File: src/rtl/nmea_sentence_framer_pkg.sv
// Shared types and helpers for the NMEA-0183 sentence framer:
// FSM states, ASCII framing constants, the hex-digit decoder and
// a saturating counter increment.
package nmea_pkg;

    typedef enum logic [2:0] {
        S_IDLE    = 3'd0,
        S_BODY    = 3'd1,
        S_CS_HI   = 3'd2,
        S_CS_LO   = 3'd3,
        S_WAIT_CR = 3'd4,
        S_WAIT_LF = 3'd5
    } state_t;

    localparam logic [7:0] ASCII_DOLLAR = 8'h24;
    localparam logic [7:0] ASCII_STAR   = 8'h2A;
    localparam logic [7:0] ASCII_CR     = 8'h0D;
    localparam logic [7:0] ASCII_LF     = 8'h0A;

    typedef struct packed {
        logic       valid;
        logic [3:0] value;
    } hex_t;

    // Decode one ASCII hex digit; upper and lower case letters are both accepted.
    function automatic hex_t hex_nibble(input logic [7:0] c);
        hex_t h;
        h.valid = 1'b1;
        h.value = 4'h0;
        if (c >= 8'h30 && c <= 8'h39)
            h.value = c[3:0];
        else if ((c >= 8'h41 && c <= 8'h46) || (c >= 8'h61 && c <= 8'h66))
            h.value = c[3:0] + 4'd9;
        else
            h.valid = 1'b0;
        return h;
    endfunction

    // Error counters stick at 255 rather than wrapping.
    function automatic logic [7:0] sat_inc(input logic [7:0] v);
        return (v == 8'hFF) ? v : v + 8'd1;
    endfunction

endpackage

File: src/rtl/nmea_sentence_framer_if.sv
// Byte-stream input, published-sentence read port and error counters
// of the NMEA sentence framer. The framer takes the slave side; the
// consumer (UART + register port, or a bench) takes the master side.
interface nmea_sentence_framer_if #(parameter int MAX_LEN = 82) ();
    localparam int LW = $clog2(MAX_LEN + 1);
    localparam int AW = $clog2(MAX_LEN);

    logic [7:0]    rx_data;
    logic          rx_valid;
    logic          rx_err;
    logic          sent_valid;
    logic [LW-1:0] sent_len;
    logic          sent_ack;
    logic [AW-1:0] rd_addr;
    logic [7:0]    rd_data;
    logic [7:0]    cs_err_cnt;
    logic [7:0]    fmt_err_cnt;
    logic [7:0]    drop_cnt;

    modport master (
        output rx_data, rx_valid, rx_err, sent_ack, rd_addr,
        input  sent_valid, sent_len, rd_data, cs_err_cnt, fmt_err_cnt, drop_cnt
    );

    modport slave (
        input  rx_data, rx_valid, rx_err, sent_ack, rd_addr,
        output sent_valid, sent_len, rd_data, cs_err_cnt, fmt_err_cnt, drop_cnt
    );
endinterface

File: src/rtl/nmea_sentence_framer_line_buffer.sv
// Ping-pong sentence store: two MAX_LEN-byte banks, one write port and
// one registered read port, shaped for block-RAM inference.
module nmea_line_buffer #(
    parameter int MAX_LEN = 82,
    parameter int AW      = $clog2(MAX_LEN)
) (
    input  logic          clk,
    input  logic          reset_n,
    input  logic          wr_en,
    input  logic          wr_sel,
    input  logic [AW-1:0] wr_addr,
    input  logic [7:0]    wr_data,
    input  logic          rd_sel,
    input  logic [AW-1:0] rd_addr,
    output logic [7:0]    rd_data
);
    logic [7:0] mem [2][MAX_LEN];

    // Write the fill bank.
    // NOTE: the array itself has no reset so it can map onto block RAM; only the read register is reset.
    always_ff @(posedge clk) begin
        if (wr_en)
            mem[wr_sel][wr_addr] <= wr_data;
    end

    // Registered read of the publish bank; addresses past the bank read as zero.
    always_ff @(posedge clk) begin
        if (!reset_n)
            rd_data <= 8'h00;
        else if (rd_addr < AW'(MAX_LEN))
            rd_data <= mem[rd_sel][rd_addr];
        else
            rd_data <= 8'h00;
    end
endmodule

File: src/rtl/nmea_sentence_framer.sv
// Frames $<body>*hh<CR>[<LF>] NMEA sentences from a UART byte stream,
// verifies the XOR checksum and publishes valid bodies through a
// ping-pong line buffer.
// Build option NMEA_CRLF_STRICT_EN: when defined, CR must be followed by LF
// to complete a sentence; otherwise CR completes it and a stray LF is ignored.
module nmea_sentence_framer
    import nmea_pkg::*;
#(
    parameter int MAX_LEN        = 82,
    parameter int TIMEOUT_CYCLES = 50_000_000
) (
    input  logic                         clk,
    input  logic                         reset_n,
    nmea_sentence_framer_if.slave        bus
);
    localparam int LW = $clog2(MAX_LEN + 1);
    localparam int AW = $clog2(MAX_LEN);
    localparam int TW = $clog2(TIMEOUT_CYCLES);

    state_t        state, state_n;
    logic [LW-1:0] len, len_n;
    logic [7:0]    run_xor, run_xor_n;
    logic [3:0]    cs_hi, cs_hi_n;
    logic          cs_ok, cs_ok_n;
    logic [TW-1:0] tmo_cnt;
    logic          tmo_hit;
    logic          buf_we, abort, done;
    logic          pub_sel;
    hex_t          hx;

    assign hx      = hex_nibble(bus.rx_data);
    assign tmo_hit = !bus.rx_valid && (tmo_cnt == TW'(TIMEOUT_CYCLES - 1));

    // Next-state, sentence datapath and abort/complete decode.
    // NOTE: every output is given a default first so no path leaves a latch.
    always_comb begin
        state_n   = state;
        len_n     = len;
        run_xor_n = run_xor;
        cs_hi_n   = cs_hi;
        cs_ok_n   = cs_ok;
        buf_we    = 1'b0;
        abort     = 1'b0;
        done      = 1'b0;
        if (state != S_IDLE && (bus.rx_err || tmo_hit)) begin
            abort   = 1'b1;
            state_n = S_IDLE;
        end else if (bus.rx_valid) begin
            if (bus.rx_data == ASCII_DOLLAR) begin
                abort     = (state != S_IDLE);
                state_n   = S_BODY;
                len_n     = '0;
                run_xor_n = 8'h00;
            end else begin
                case (state)
                    S_IDLE: ;
                    S_BODY: begin
                        if (bus.rx_data == ASCII_STAR) begin
                            state_n = S_CS_HI;
                        end else if (len == LW'(MAX_LEN)) begin
                            abort   = 1'b1;
                            state_n = S_IDLE;
                        end else begin
                            buf_we    = 1'b1;
                            run_xor_n = run_xor ^ bus.rx_data;
                            len_n     = len + LW'(1);
                        end
                    end
                    S_CS_HI: begin
                        if (hx.valid) begin
                            cs_hi_n = hx.value;
                            state_n = S_CS_LO;
                        end else begin
                            abort   = 1'b1;
                            state_n = S_IDLE;
                        end
                    end
                    S_CS_LO: begin
                        if (hx.valid) begin
                            cs_ok_n = ({cs_hi, hx.value} == run_xor);
                            state_n = S_WAIT_CR;
                        end else begin
                            abort   = 1'b1;
                            state_n = S_IDLE;
                        end
                    end
                    S_WAIT_CR: begin
                        if (bus.rx_data == ASCII_CR) begin
`ifdef NMEA_CRLF_STRICT_EN
                            state_n = S_WAIT_LF;
`else
                            done    = 1'b1;
                            state_n = S_IDLE;
`endif
                        end else begin
                            abort   = 1'b1;
                            state_n = S_IDLE;
                        end
                    end
                    S_WAIT_LF: begin
                        done    = (bus.rx_data == ASCII_LF);
                        abort   = (bus.rx_data != ASCII_LF);
                        state_n = S_IDLE;
                    end
                    default: state_n = S_IDLE;
                endcase
            end
        end
    end

    // FSM and sentence registers; the timeout counter idles at zero.
    // NOTE: sequential state uses non-blocking assignments so every register samples pre-edge values.
    always_ff @(posedge clk) begin
        if (!reset_n) begin
            state   <= S_IDLE;
            len     <= '0;
            run_xor <= 8'h00;
            cs_hi   <= 4'h0;
            cs_ok   <= 1'b0;
            tmo_cnt <= '0;
        end else begin
            state   <= state_n;
            len     <= len_n;
            run_xor <= run_xor_n;
            cs_hi   <= cs_hi_n;
            cs_ok   <= cs_ok_n;
            if (state_n == S_IDLE || bus.rx_valid)
                tmo_cnt <= '0;
            else
                tmo_cnt <= tmo_cnt + TW'(1);
        end
    end

    // Publish slot: swap banks on a good sentence, release on ack, count errors.
    always_ff @(posedge clk) begin
        if (!reset_n) begin
            pub_sel         <= 1'b0;
            bus.sent_valid  <= 1'b0;
            bus.sent_len    <= '0;
            bus.cs_err_cnt  <= 8'h00;
            bus.fmt_err_cnt <= 8'h00;
            bus.drop_cnt    <= 8'h00;
        end else begin
            if (abort)
                bus.fmt_err_cnt <= sat_inc(bus.fmt_err_cnt);
            if (done && !cs_ok)
                bus.cs_err_cnt <= sat_inc(bus.cs_err_cnt);
            if (done && cs_ok && bus.sent_valid && !bus.sent_ack)
                bus.drop_cnt <= sat_inc(bus.drop_cnt);
            if (done && cs_ok && (!bus.sent_valid || bus.sent_ack)) begin
                pub_sel        <= ~pub_sel;
                bus.sent_len   <= len;
                bus.sent_valid <= 1'b1;
            end else if (bus.sent_ack) begin
                bus.sent_valid <= 1'b0;
            end
        end
    end

    nmea_line_buffer #(.MAX_LEN(MAX_LEN), .AW(AW)) u_buf (
        .clk     (clk),
        .reset_n (reset_n),
        .wr_en   (buf_we),
        .wr_sel  (~pub_sel),
        .wr_addr (AW'(len)),
        .wr_data (bus.rx_data),
        .rd_sel  (pub_sel),
        .rd_addr (bus.rd_addr),
        .rd_data (bus.rd_data)
    );
endmodule

File: src/flat_wrapper.sv
// flat-port wrapper written by rule: the top's interface ports become plain ports
module nmea_sentence_framer_flat import nmea_pkg::*;
#(
    parameter int MAX_LEN        = 82,
    parameter int TIMEOUT_CYCLES = 50_000_000
)
  (clk, reset_n, bus_rx_data, bus_rx_valid, bus_rx_err, bus_sent_ack, bus_rd_addr, bus_sent_valid, bus_sent_len, bus_rd_data, bus_cs_err_cnt, bus_fmt_err_cnt, bus_drop_cnt);
  nmea_sentence_framer_if #(.MAX_LEN(MAX_LEN)) bus_i ();
  input  logic clk;
  input  logic reset_n;
  input wire logic [$bits(bus_i.rx_data)-1:0] bus_rx_data;
  input wire logic [$bits(bus_i.rx_valid)-1:0] bus_rx_valid;
  input wire logic [$bits(bus_i.rx_err)-1:0] bus_rx_err;
  input wire logic [$bits(bus_i.sent_ack)-1:0] bus_sent_ack;
  input wire logic [$bits(bus_i.rd_addr)-1:0] bus_rd_addr;
  output wire logic [$bits(bus_i.sent_valid)-1:0] bus_sent_valid;
  output wire logic [$bits(bus_i.sent_len)-1:0] bus_sent_len;
  output wire logic [$bits(bus_i.rd_data)-1:0] bus_rd_data;
  output wire logic [$bits(bus_i.cs_err_cnt)-1:0] bus_cs_err_cnt;
  output wire logic [$bits(bus_i.fmt_err_cnt)-1:0] bus_fmt_err_cnt;
  output wire logic [$bits(bus_i.drop_cnt)-1:0] bus_drop_cnt;
  assign bus_i.rx_data = bus_rx_data;
  assign bus_i.rx_valid = bus_rx_valid;
  assign bus_i.rx_err = bus_rx_err;
  assign bus_i.sent_ack = bus_sent_ack;
  assign bus_i.rd_addr = bus_rd_addr;
  assign bus_sent_valid = bus_i.sent_valid;
  assign bus_sent_len = bus_i.sent_len;
  assign bus_rd_data = bus_i.rd_data;
  assign bus_cs_err_cnt = bus_i.cs_err_cnt;
  assign bus_fmt_err_cnt = bus_i.fmt_err_cnt;
  assign bus_drop_cnt = bus_i.drop_cnt;
  nmea_sentence_framer #(.MAX_LEN(MAX_LEN), .TIMEOUT_CYCLES(TIMEOUT_CYCLES)) u_core (.clk(clk), .reset_n(reset_n), .bus(bus_i));
endmodule
File: config.mk
export PLATFORM = sky130hd
export DESIGN_NAME = nmea_sentence_framer_flat
export DESIGN_NICKNAME = d
export VERILOG_FILES = /design/src/rtl/nmea_sentence_framer_pkg.sv /design/src/rtl/nmea_sentence_framer_if.sv /design/src/rtl/nmea_sentence_framer_line_buffer.sv /design/src/rtl/nmea_sentence_framer.sv /design/src/flat_wrapper.sv
export SDC_FILE = /design/constraint.sdc
export NUM_CORES = 1
export LEC_CHECK = 0
export BUFFER_PORTS_ARGS = -buffer_cell sky130_fd_sc_hd__buf_4
export CORE_MARGIN = 8
export CORE_UTILIZATION = 54
export CTS_BUF_LIST = sky130_fd_sc_hd__clkbuf_8
export CTS_CLUSTER_SIZE = 14
export DETAILED_ROUTE_END_ITERATION = 8
export PLACE_DENSITY = 0.77
export SYNTH_ARGS = -nofsm -noshare
export SYNTH_HDL_FRONTEND = slang
export SYNTH_SLANG_ARGS = --single-unit
File: constraint.sdc
create_clock -name clk -period 3.3 [get_ports clk]
set_input_delay 0.33 -clock clk [delete_from_list [all_inputs] [get_ports clk]]
set_output_delay 0.33 -clock clk [all_outputs]
set_load 0.005 [all_outputs]
-- Word level (Yosys, flattened, before mapping)
Memory sizes are Yosys's and may differ from the RTL's. A register that Yosys moved wholly into a read port is not among the register bits.
Index checks and enable logic that the tools add are counted.
- register bits: 90
- RAM bits: 1312
- bits of input ports: 20
- output and inout port bits: 40
- word-level logic and storage cells: 141
- memories: 1
- memory list (memory ; words ; width ; read ports ; clocked after Yosys merged registers in ; wr ports ; line ; text):
    u_core.u_buf.mem ; 2 ; 656 ; 1 ; 1 ; 1 ; nmea_sentence_framer_line_buffer.sv:17 ; logic [7:0] mem [2][MAX_LEN];
- $add $sub $neg: 6
- magnitude comparators: 10
- equality and inequality tests: 18
- multiplexer cells: 50
- bitwise logic cells: 10
- reductions and logical operators: 33
- operators by type and width (operator ; count):
    two-way mux 656 bit ; 1
    binary-select mux 8 bit (select 7 bit) ; 1
    demux 8 bit (select 7 bit) ; 1
    two-way mux 8 bit ; 7
    two-way mux 7 bit ; 4
    adder 26 x 1 -> 26 bit (second input constant) ; 1
    == test 26 bit (second input constant) ; 1
    adder 8 x 1 -> 8 bit (second input constant) ; 3
    == test 8 bit (second input constant) ; 3
    two-way mux 1 bit ; 24
    two-way mux 3 bit ; 6
    == test 8 x 4 -> 1 bit (second input constant) ; 2
    == test 8 x 6 -> 1 bit (second input constant) ; 2
    >= comparator 8 x 7 -> 1 bit (second input constant) ; 2
    >= comparator 8 bit (second input constant) ; 2
    less-or-equal comparator 8 x 7 -> 1 bit (second input constant) ; 2
    inverter 7 -> 8 bit ; 2
    AND reduction 5 bit ; 3
    one-hot mux 3 bit (4 select lines) ; 1
    logical AND 1 bit ; 11
    == test 8 bit ; 1
    >= comparator 8 x 6 -> 1 bit (second input constant) ; 1
    less-or-equal comparator 8 x 6 -> 1 bit (second input constant) ; 1
    less-than comparator 8 x 1 -> 1 bit (second input constant) ; 1
    other kinds (22) ; 44

-- Logic depth before layout (Yosys ltp)
- depth after elaboration: 13
- gate-level depth with buffers: 11
- depth with buffers taken out: 9

-- By module
From an unflattened synthesis, not the netlist that was laid out.
- cells, all modules: 2944
- area, all modules: 55592.1 um^2
- by module, submodules not included (module ; times used ; cells each ; area an instance (um^2) ; seq. area each (um^2)):
    nmea_line_buffer ; 1 ; 2469 ; 51628.3 ; 39557.9
    nmea_sentence_framer ; 1 ; 475 ; 3963.8 ; 1641.6

-- Worst setup path after synthesis
No wires, ideal clock.
- path type: input to register
- from: in bus_rx_data[0]
- to: mem u_core.u_buf.mem[0][528] (netlist bit) (enable)
- setup time: 0.371 ns
- arrival time: 2.666 ns
- data required time: 2.929 ns
- path slack: 0.263 ns
- stages: 11
- path buffers: 2
- path through: clkbuf_1 -> inv_1 -> ha_1 -> and3b_1 -> a211o_1 -> nor2b_2 -> o211ai_2 -> nor3b_4 -> nand2_1 -> buf_2 -> nor2_1
- longest elaborated chain between the ends: 8
- elaborated cells on any way between the ends: 9
- those cells by class: 2 x eq/ne; 7 x mux
- ends and longest elaborated chain (what ; line ; text):
    from (decl) ; flat_wrapper.sv:11 ; input wire logic [$bits(bus_i.rx_data)-1:0] bus_rx_data;
    == test 8 x 6 -> 1 bit ; nmea_sentence_framer.sv:58 ; if (bus.rx_data == ASCII_STAR) begin
    two-way mux 1 bit ; nmea_sentence_framer.sv:58 ;
    two-way mux 1 bit ; nmea_sentence_framer.sv:55 ; case (state)
    two-way mux 1 bit * ; nmea_sentence_framer.sv:49 ; if (bus.rx_data == ASCII_DOLLAR) begin
    two-way mux 1 bit * ; nmea_sentence_framer.sv:48 ; end else if (bus.rx_valid) begin
    two-way mux 1 bit * ; nmea_sentence_framer.sv:45 ; if (state != S_IDLE && (bus.rx_err || tmo_hit)) begin
    two-way mux 1 bit * ; nmea_sentence_framer_line_buffer.sv:22 ; if (wr_en)
    two-way mux 656 bit (implied by the code) * ; nmea_sentence_framer_line_buffer.sv:23 ; mem[wr_sel][wr_addr] <= wr_data;
    to (decl) ; nmea_sentence_framer_line_buffer.sv:17 ;
Mark *: on every way between the ends. The rest lies on a longest branch, timed or not.

-- Final worst setup path
- from: reg u_core.len[0]
- to: mem u_core.u_buf.mem[1][489] (netlist bit) (enable)
- longest elaborated chain between the ends: 9
- elaborated cells on any way between the ends: 15
- those cells by class: 2 x order compare; 1 x eq/ne; 10 x mux; 1 x bitwise; 1 x reduce/logical
- ends and longest elaborated chain (what ; line ; text):
    from (decl) ; nmea_sentence_framer.sv:21 ; logic [LW-1:0] len, len_n;
    from (signal assigned) ; nmea_sentence_framer.sv:123 ; len <= len_n;
    == test 7 bit ; nmea_sentence_framer.sv:60 ; end else if (len == LW'(MAX_LEN)) begin
    two-way mux 1 bit ; nmea_sentence_framer.sv:60 ;
    two-way mux 1 bit ; nmea_sentence_framer.sv:58 ;
    two-way mux 1 bit ; nmea_sentence_framer.sv:55 ;
    two-way mux 1 bit ; nmea_sentence_framer.sv:49 ;
    two-way mux 1 bit ; nmea_sentence_framer.sv:48 ;
    two-way mux 1 bit ; nmea_sentence_framer.sv:45 ;
    two-way mux 1 bit ; nmea_sentence_framer_line_buffer.sv:22 ;
    two-way mux 656 bit (implied by the code) * ; nmea_sentence_framer_line_buffer.sv:23 ;
Marked as above.

==> flow_metrics.py <==
metrics = {
    "run_status": {
        "status": "complete, no violations",
    },
    "die": {
        "chipHeight_um": 336,
        "fp.dieW_um": 336,
        "initial_utilization_pct": 54.4,
        "ioPinCount": 60,
        "rows": 117,
        "core_mm2": 0.102,
        "dieArea_mm2": 0.113,
    },
    "power_and_ir_drop": {
        "p_comb_share_pct": 4.0,
        "p_int_w": 0.0267,
        "total_power_w": 0.0343,
        "power.share.switching_pct": 22.2,
        "powerDensity_mw_per_mm2": 546,
        "seq_power_share_pct": 56.7,
        "ir_worst_vdd_mv": 0.357,
        "leakagePower_nw": 20.1,
        "p_switching_w": 0.00762,
        "power.share.clock_pct": 39.4,
    },
    "cts": {
        "numClockSinks": 1403,
        "tritoncts": "built",
        "htree_levels": 4,
        "clockBufferDepth": 3,
        "clkLatencyLatePin_ps": 890,
        "post_cts_buffers": 0,
        "cts_root_buf": "clkbuf_8",
        "numCtsBuffers": 209,
        "clk_pin_slew_ps": 60,
    },
    "yosys": {
        "yosysWarnings": 0,
        "syn_nets": 2975,
        "yosysTopAreaCellShare_pct": 71.1,
        "synth_area_mm2": 0.0554,
        "yosys.area.top_type": "edfxtp_1",
        "synth_cells": 2945,
        "synth_cell_type_count": 95,
        "ys.flop_type": "edfxtp_1",
        "ys_seq_area_share_pct": 74.4,
        "synth_edf_count": 1312,
        "synth-seq-cells": 1403,
        "postSynthAreaPerCell_um2": 18.8,
        "synth_async_sr_flop_share_pct": 0,
        "synth_area_leaders": "edfxtp_1 (71%), mux4_2 (12%), dfxtp_1 (3.3%), mux2i_1 (2.3%), nor2_1 (1.8%)",
    },
    "critical_path": {
        "path_class": "flop to flop",
        "critical_path_peak_fanout": 16,
        "crit_slowest_cell": "nor2_1",
        "reg2reg_slack_ps": 80,
        "end_kind": "flop",
        "cp.depth": 10,
        "r2r_start": "u_core.len[0]",
        "start_kind": "flop",
        "crit_start": "u_core.len[0]",
        "arrival_ps": 3720,
        "worst_path_dominant_cell_family": "simple AND/OR/NAND/NOR gates",
        "required_ps": 3800,
        "r2r_end": "u_core.u_buf.mem[1][489]",
        "worstPathCellList": "inv_1 > ha_1 > nand4_1 > nor2b_2 > o211ai_2 > nor3_2 > buf_4 > nand2_1 > buf_12 > nor2_1",
        "critPathBufInv": 3,
        "critPathMaxStageDelay_ps": 580,
        "reg2regPathDepth": 10,
        "crit_path_end": "u_core.u_buf.mem[1][489]",
    },
    "placement": {
        "hpwl_mm": 92.3,
        "gp_congestion": 0.979,
        "io_buffers": 59,
        "pre_cts_ws_ps": -387,
    },
    "route": {
        "postRouteAntennaNets": 0,
        "drt_iter0_markers": 4560,
        "drt-pass1-iter-count": 7,
        "vias_per_cell": 6.45,
        "drc": 0,
        "wl_per_cell_um": 29.9,
        "vias": 31100,
        "totalWireLength_mm": 144,
    },
    "timing": {
        "rsz0062_at_grt": "yes",
        "fin_crit_sh_pct": 97.6,
        "setup_tns_ps": 0,
        "fmax_mhz": 310,
        "fin_skew_ps": 45.0,
        "hold_viol": 0,
        "slew_viol_final": 0,
        "worst_slew_pin_slew_ps": 1250,
        "hold_ws_ps": 63.1,
        "setup-violations-final": 0,
        "fin_crit_ps": 3220,
        "relSlewSlack_pct": 16.9,
        "worst_slack_ps": 78.8,
    },
    "grt": {
        "antenna_found_initial": 9,
        "grt_max_degree": 157,
        "grt_pass1_vias": 31300,
        "grt_pass1_wl_mm": 210,
        "overflow": 0,
        "track_usage_pct": 25.3,
    },
    "flow_run": {
        "maxCapViolCount": 0,
    },
    "layout": {
        "final_common_cell": "edfxtp_1",
        "finalNetCount": 3310,
        "layout_common_cells": "edfxtp_1 (1312), mux4_2 (284), buf_4 (255)",
        "drive_above_1_share_pct": 27.0,
        "nFillCells": 6818,
        "syn_to_final_growth_pct": 13.5,
        "multi_input_area_mm2": 0.0134,
        "regArea_mm2": 0.0412,
    },
    "worst_hold_path": {
        "hold_class": "primary input to flop",
    },
}
==> state kept, by name, indices dropped and copies added (netlist names), named ones only <==
register                cells
u_core.cs_ok                1
u_core.bus.cs_err_cnt       8
u_core.bus.fmt_err_cnt      8
u_core.len                  7
u_core.run_xor              8
u_core.bus.sent_valid       1
u_core.state                3
u_core.tmo_cnt             26
u_core.cs_hi                4
u_core.bus.drop_cnt         8
u_core.u_buf.rd_data        8
u_core.u_buf.mem         1312
u_core.pub_sel              1
u_core.bus.sent_len         7
==> what timing repair did <==
action | 4_1_cts | 5_1_grt
resized for setup | 1 | 41
endpoints found under the hold margin | 42 | 0
hold buffers | 7 | 0
setup endpoints to repair | 1 | 340
==> power by group through the flow <==
stage | clock [W] | combinational [W] | sequential, W
2_1_floorplan | 0 | 0.000545 | 0.0198
3_3_place_gp | 0 | 0.00128 | 0.0198
3_5_place_dp | 0 | 0.00132 | 0.0198
4_1_cts | 0.0136 | 0.00133 | 0.0195
5_1_grt | 0.0144 | 0.00140 | 0.0195
6_report | 0.0135 | 0.00136 | 0.0195
==> metrics by stage <==
stage	cells	instance area, um^2	util (%)
finish	4823	62900	61.8
global route	4821	62900	61.8
CTS	4820	62700	61.7
detailed placement	4430	58700	57.7
global placement	4430	58700	57.7
floorplan	2945	55400	-
==> cell families after synthesis <==
logic type	count (synthesis)	share of synthesized area, %
flip-flops	1403	74.4
AND/OR/NAND/NOR	568	4.76
multiplexers	424	14.1
AO/OA/AOI/OAI	299	3.84
buffers and inverters	181	1.73
XOR/XNOR	60	0.949
adder cells (fa/ha/maj)	10	0.226
==> cell type report <==
class / count / share of cell area, %
diodes: 3 / 0.0119
clock buffers: 218 / 4.77
clock inverters: 165 / 1.57
inverters: 15 / 0.0896
multi-input cells: 1361 / 21.3
flip-flops and latches: 1403 / 65.6
well taps: 1368 / 2.72
repair buffers: 290 / 4.00
==> worst min-delay path by stage <==
| stage | end | depth (start not counted) | slack, ps | start |
|---|---|---|---|---|
| detailed placement | u_core.tmo_cnt[0] | 1 | 460 | u_core.tmo_cnt[0] |
| global route | u_core.u_buf.mem[0][89] | 2 | 50 | bus_rx_data[1] |
| finish | u_core.u_buf.mem[0][89] | 2 | 60 | bus_rx_data[1] |
| floorplan | u_core.u_buf.mem[0][0] | 0 | 430 | bus_rx_data[0] |
| CTS | u_core.u_buf.mem[0][89] | 2 | 1 | bus_rx_data[1] |
| global placement | u_core.tmo_cnt[0] | 1 | 440 | u_core.tmo_cnt[0] |
==> layer usage <==
metal  vias to the layer above  global-route usage [%]  routed length, um
met5                         -                       0                 26
met4                         4                    10.3               5820
met3                       344                    7.83              17900
met2                      2293                    39.2              67500
met1                     15800                    33.5              52700
li1                      12600                       -                  -
==> Yosys cell counts, drive strengths merged (11+ instances only) <==
cell type  number
a221oi         18
mux4          284
nand4          18
a22oi          49
inv            14
and3           15
nand3          53
mux2           11
buf            98
dfxtp          91
xor2           40
nor2          272
mux2i         129
o22ai          19
nand2         111
xnor2          20
a211oi         15
a31oi          17
clkbuf         68
o21ai          40
nor2b          11
a21oi          56
nor3           33
edfxtp       1312
==> worst reg2reg max path, stage by stage, from the launching register on <==
cell and delay [ps]:
dfxtp_1 470, inv_1 110, ha_1 220, nand4_1 180, nor2b_2 210, o211ai_2 240
nor3_2 230, buf_4 200, nand2_1 190, buf_12 220, nor2_1 590
Note: power is estimated with default switching activity, not from simulation.
